--- src/rtl/traffic_phase_scheduler.sv ---
// Actuated phase scheduler for one four-way intersection (NS, EW, pedestrian).
// Latency: lamps are Moore-decoded from the state register; requests act on the next clk edge.
// Backpressure: none; requests are levels (ped_btn latched) and wait for round-robin service.
// Ports: clk_50MHz/reset (async, active-high); ns_car/ew_car/ped_btn requests;
//        NS_Light/EW_Light {R,Y,G}, walk lamp, ped_pend latch, phase debug code.
module traffic_phase_scheduler #(
  parameter int unsigned GREEN_MIN = 250_000_000,
  parameter int unsigned GREEN_MAX = 750_000_000,
  parameter int unsigned YELLOW_T  = 100_000_000,
  parameter int unsigned ALLRED_T  = 50_000_000,
  parameter int unsigned WALK_T    = 350_000_000,
  parameter int unsigned TW        = 32
) (
  input  logic       clk_50MHz,
  input  logic       reset,
  input  logic       ns_car,
  input  logic       ew_car,
  input  logic       ped_btn,
  output logic [2:0] NS_Light,
  output logic [2:0] EW_Light,
  output logic       walk,
  output logic       ped_pend,
  output logic [2:0] phase
);

  typedef enum logic [2:0] {
    NS_G = 3'd0,
    NS_Y = 3'd1,
    AR   = 3'd2,
    EW_G = 3'd3,
    EW_Y = 3'd4,
    WALK = 3'd5
  } state_e;

  typedef enum logic [1:0] {
    NS_SRV   = 2'd0,
    EW_SRV   = 2'd1,
    WALK_SRV = 2'd2
  } srv_e;

  localparam logic [2:0] LAMP_R = 3'b100;
  localparam logic [2:0] LAMP_Y = 3'b010;
  localparam logic [2:0] LAMP_G = 3'b001;

  // Terminal timer values: a timed state leaves on the edge where timer == T-1.
  localparam logic [TW-1:0] GMIN_END = TW'(GREEN_MIN - 1);
  localparam logic [TW-1:0] GMAX_END = TW'(GREEN_MAX - 1);
  localparam logic [TW-1:0] YEL_END  = TW'(YELLOW_T - 1);
  localparam logic [TW-1:0] AR_END   = TW'(ALLRED_T - 1);
  localparam logic [TW-1:0] WALK_END = TW'(WALK_T - 1);

  state_e        state_q, state_d;
  srv_e          last_q, last_d;
  logic [TW-1:0] timer_q, timer_d;
  logic          ped_pend_q, ped_pend_d;

  // Round-robin grant: search starts just after the last-served phase in the
  // cyclic order NS -> EW -> WALK; with nothing requested, rest in NS green.
  function automatic state_e arbitrate(input srv_e last, input logic n_req,
                                       input logic e_req, input logic p_req);
    state_e g;
    g = NS_G;
    case (last)
      NS_SRV: begin
        if (e_req)      g = EW_G;
        else if (p_req) g = WALK;
        else            g = NS_G;
      end
      EW_SRV: begin
        if (p_req)      g = WALK;
        else if (n_req) g = NS_G;
        else if (e_req) g = EW_G;
      end
      default: begin
        if (n_req)      g = NS_G;
        else if (e_req) g = EW_G;
        else if (p_req) g = WALK;
      end
    endcase
    return g;
  endfunction

  always_comb begin
    state_d = state_q;
    last_d  = last_q;
    case (state_q)
      NS_G: begin
        if ((ew_car | ped_pend_q) &&
            ((timer_q >= GMIN_END && !ns_car) || timer_q >= GMAX_END))
          state_d = NS_Y;
      end
      EW_G: begin
        if ((ns_car | ped_pend_q) &&
            ((timer_q >= GMIN_END && !ew_car) || timer_q >= GMAX_END))
          state_d = EW_Y;
      end
      NS_Y, EW_Y: if (timer_q >= YEL_END)  state_d = AR;
      WALK:       if (timer_q >= WALK_END) state_d = AR;
      AR: begin
        if (timer_q >= AR_END)
          state_d = arbitrate(last_q, ns_car, ew_car, ped_pend_q);
      end
      default: begin
        // Corrupted state code: clear the junction and let NS win next.
        state_d = AR;
        last_d  = WALK_SRV;
      end
    endcase

    if (state_d != state_q) begin
      case (state_d)
        NS_G:    last_d = NS_SRV;
        EW_G:    last_d = EW_SRV;
        WALK:    last_d = WALK_SRV;
        default: ;
      endcase
    end

    // Timer restarts on every state change and otherwise saturates.
    if (state_d != state_q)  timer_d = '0;
    else if (timer_q != '1)  timer_d = timer_q + 1'b1;
    else                     timer_d = timer_q;

    // Entering WALK serves the request and beats a same-cycle press.
    ped_pend_d = ped_pend_q;
    if (state_d == WALK && state_q != WALK) ped_pend_d = 1'b0;
    else if (ped_btn && state_q != WALK)    ped_pend_d = 1'b1;
  end

  always_ff @(posedge clk_50MHz or posedge reset) begin
    if (reset) begin
      state_q    <= AR;
      last_q     <= WALK_SRV;
      timer_q    <= '0;
      ped_pend_q <= 1'b0;
    end else begin
      state_q    <= state_d;
      last_q     <= last_d;
      timer_q    <= timer_d;
      ped_pend_q <= ped_pend_d;
    end
  end

  always_comb begin
    NS_Light = LAMP_R;
    EW_Light = LAMP_R;
    walk     = 1'b0;
    case (state_q)
      NS_G:    NS_Light = LAMP_G;
      NS_Y:    NS_Light = LAMP_Y;
      EW_G:    EW_Light = LAMP_G;
      EW_Y:    EW_Light = LAMP_Y;
      WALK:    walk     = 1'b1;
      default: ;
    endcase
  end

  assign ped_pend = ped_pend_q;
  assign phase    = state_q;

endmodule

--- config.mk ---
export PLATFORM = sky130hd
export DESIGN_NAME = traffic_phase_scheduler
export DESIGN_NICKNAME = d
export VERILOG_FILES = /design/src/rtl/traffic_phase_scheduler.sv
export SDC_FILE = /design/constraint.sdc
export NUM_CORES = 1
export LEC_CHECK = 0
export ABC_AREA = 1
export BUFFER_PORTS_ARGS = -buffer_cell sky130_fd_sc_hd__buf_2
export CAP_MARGIN = 20
export CORE_ASPECT_RATIO = 1.4
export CORE_MARGIN = 5
export CORE_UTILIZATION = 30
export CTS_BUF_LIST = sky130_fd_sc_hd__clkbuf_2 sky130_fd_sc_hd__clkbuf_4 sky130_fd_sc_hd__clkbuf_8
export CTS_CLUSTER_SIZE = 12
export DETAILED_ROUTE_END_ITERATION = 12
export GPL_TIMING_DRIVEN = 1
export MAX_ROUTING_LAYER = met4
export SLEW_MARGIN = 20
export SYNTH_ARGS = -nofsm -noshare
export SYNTH_HDL_FRONTEND = slang
export SYNTH_SLANG_ARGS = --single-unit
--- constraint.sdc ---
create_clock -name clk_50MHz -period 2.5 [get_ports clk_50MHz]
set_input_delay 0.25 -clock clk_50MHz [delete_from_list [all_inputs] [get_ports clk_50MHz]]
set_output_delay 0.25 -clock clk_50MHz [all_outputs]
set_load 0.02 [all_outputs]
==> results.py <==
metrics = {
    "finish": {
        "syn_to_final_growth_pct": 14.1,
        "n_fill_cell": 1085,
        "multi_input_area_um2": 1850,
        "fin_nets": 496,
        "layout-drive-gt1-share": 0.234,
        "final_util": 0.352,
        "num_antenna_cells": 0,
        "regArea_um2": 953,
    },
    "clock_network": {
        "cts_buffer_depth": 2,
        "numCtsBuffers": 5,
        "clock-root-buffer": "clkbuf_8",
        "clkTransAtPathRegs_ps": 80,
        "cts.htree.levels": 2,
        "cts.sinks": 38,
        "holdBufCountCts": 0,
        "clkLatencyLatePin_ps": 310,
        "cts_tree": "built",
    },
    "synth": {
        "synth_top_cell_by_area": "dfrtp_1",
        "ys_warn_count": 0,
        "synth_edf_count": 0,
        "yosysUniqueCellTypes": 34,
        "synth_area_leaders": "dfrtp_1 (29%), nand2_1 (13%), nor2_2 (8.1%), nor2_1 (7.3%), inv_1 (7.2%)",
        "synth-main-ff-cell": "dfrtp_1",
        "synth_top_area_frac": 0.293,
        "ys_seq_area_frac": 0.311,
        "synth_top_family_by_area": "simple AND/OR/NAND/NOR gates",
        "synth_nets": 469,
        "ys_seq_elements": 38,
        "synthXorXnorAreaFrac": 0.0628,
        "synth_compound_area_frac": 0.0558,
        "synth_fa_ha_area_frac": 0.00407,
        "synthSimpleGateAreaFrac": 0.469,
        "syn_inst": 463,
        "synth_area_um2": 3070,
        "async_flop_share": 1.00,
        "synth_area_per_cell_um2": 6.63,
        "synthMuxAreaShare": 0,
    },
    "route": {
        "top_layer_used": "met4",
        "wl_mm": 8.21,
        "dr_wl_met3_um": 251,
        "viasPerCell": 4.77,
        "drt_iter0_markers": 171,
        "drt-met1-wl_mm": 3.28,
        "avgRoutedWirePerCell_um": 13.1,
        "wl_met2_mm": 4.29,
        "vias": 2987,
        "ant_nets": 0,
        "drt-pass1-iter-count": 4,
        "drc": 0,
    },
    "timing": {
        "period_needed_ps": 2300,
        "setup_viol": 0,
        "max_slew_margin": 0.640,
        "max_slew.worst_pin.slew_ps": 539,
        "fin_worst_skew_ps": 12.4,
        "drv_slew": 0,
        "fin_crit_sh": 0.918,
        "hold_viol": 0,
        "fmax_mhz": 436,
        "fin_setup_tns_ps": 0,
        "fin_ws_ps": 205,
    },
    "grt": {
        "track_usage": 0.148,
        "grt_max_degree": 39,
        "grt_pass1_vias": 3037,
        "antenna_found_initial": 0,
        "grt_pass1_wl_mm": 13.9,
        "overflow": 0,
    },
    "floorplanning": {
        "die_w_um": 95.5,
        "initial_utilization": 0.308,
        "pin_count": 16,
        "die_h_um": 130,
        "coreArea_um2": 9950,
        "fp.dieArea_um2": 12400,
        "rows": 43,
    },
    "setup_path": {
        "crit_required_ps": 2690,
        "crit_path_end_kind": "register",
        "cp_slowest_cell": "dfrtp_1",
        "cp_max_fo": 15,
        "crit_arrival_ps": 2480,
        "slowest_delay_ps": 470,
        "worstPathCellList": "nor2_2 -> nand3_1 -> nor2_2 -> nand2_1 -> a21oi_2 -> nor2_1 -> nand2_1 -> nand2_1 -> nand2_2 -> nand3_2 -> nor2_1 -> nor2_4 -> nand3_4 -> buf_12 -> nor2_2",
        "startpoint_type": "register",
        "criticalPathCategory": "reg2reg",
    },
    "placed_design": {
        "io_buffers": 15,
        "dpl.hpwl_mm": 6.57,
        "gp_congestion": 0.944,
        "pre_cts_slack_ps": 109,
    },
    "hold_path": {
        "hp-class": "in2async",
    },
    "pwr": {
        "irDropWorstVdd_v": 0.000156,
        "power_density_nw_per_um2": 316,
        "p_leak_nw": 1.61,
    },
    "run_status": {
        "status": "finished, final reports clean",
    },
    "flow_run": {
        "max_cap_viol_count": 0,
    },
}
## metrics by stage
stage | total power [mW] | area (um2) | hold slack (ps) | cells
6_report | 1.11 | 3500 | 69.4 | 626
5_1_grt | 1.15 | 3500 | 120 | 626
4_1_cts | 1.13 | 3460 | 76.7 | 625
3_5_place_dp | 0.651 | 3360 | 413 | 617
3_3_place_gp | 0.650 | 3360 | 405 | 617
2_1_floorplan | 0.640 | 3070 | 429 | 463
## report_power, final
part / switching, mW / total, mW / internal, mW
sequential: 0 / 0.614 / 0.614
clock: 0.236 / 0.469 / 0.234
combinational: 0.0183 / 0.0238 / 0.00546
total: 0.254 / 1.11 / 0.853
## worst max-delay path, delay by kind of cell, from the launching register on
family,cells,cell delay (ps)
compound gates,1,120
buf+inv,1,170
flops,1,470
simple gates,13,1390
## cell usage in the layout (no fill, tap or decap), types with 2 or more instances in the layout
cell type and n:
nor4_1 6, inv_2 9, nand2_1 105, buf_2 15
nor2_4 5, nor2_1 56, xor2_1 21, inv_1 58
dfstp_2 2, nand3_2 3, dfrtp_1 36, buf_12 2
clkbuf_8 6, o21ai_0 17, nand3_1 31, a21oi_1 7
nor2_2 42, nand2_2 15, nor3_1 14, o22ai_1 2
buf_4 8, nand4_1 14
## synth_stat cells, types with 2 or more instances
cell type / n
buf_6: 3
buf_2: 2
nand2_2: 13
nor4_1: 6
nor2_2: 40
nor3_1: 14
a21oi_1: 7
nor2_1: 60
inv_1: 59
nand4_1: 14
xor2_1: 21
inv_2: 8
nor2_4: 3
o21ai_0: 17
nand3_1: 32
o22ai_1: 2
dfstp_2: 2
dfrtp_1: 36
nand2_1: 107
nand3_2: 3
## registers in the layout, summed over array words and instances, names as in the netlist
name      flops
timer_q      32
phase         3
last_q        2
ped_pend      1
## path summary, 6_finish.rpt
path | endpoint | depth (start not counted) | slack [ps] | from
min reg2reg | last_q[0] | 2 | 580 | last_q[0]
max in group asynchronous | timer_q[5] | 3 | 2050 | reset
max | timer_q[3] | 15 | 200 | timer_q[25]
max reg2reg | timer_q[3] | 15 | 200 | timer_q[25]
min in group clk_50MHz | ped_pend | 3 | 240 | ped_btn
min | phase[2] | 3 | 70 | reset
## final cells by class
class | count | area share
Timing Repair Buffer | 25 | 0.0500
Clock inverter | 1 | 0.00143
Multi-Input combinational cell | 352 | 0.529
Sequential cell | 38 | 0.272
Inverter | 68 | 0.0736
Clock buffer | 7 | 0.0257
Tap cell | 135 | 0.0482
## layer usage
layer	GRT usage	up-vias
met5	-	-
met4	0.0838	0
met3	0.0283	32
met2	0.258	49
met1	0.155	1388
li1	-	1518
## cell families (layout without fill, tap and decap cells)
family / Yosys count / in the layout
and+or+nand+nor: 298 / 298
AOI/OAI and AO/OA: 31 / 31
DFF: 38 / 38
buffers and inverters: 73 / 101
adders and majority gates: 1 / 1
xor gates and xnor gates: 22 / 22
## repair_timing
| action | 4_1_cts | 5_1_grt |
|---|---|---|
| hold endpoints to repair | 0 | 0 |
| endpoints found under the setup margin | 0 | 32 |
| setup buffers | 0 | 1 |
| gates resized for setup | 0 | 11 |
No activity file was read; power rests on OpenSTA's default activity.
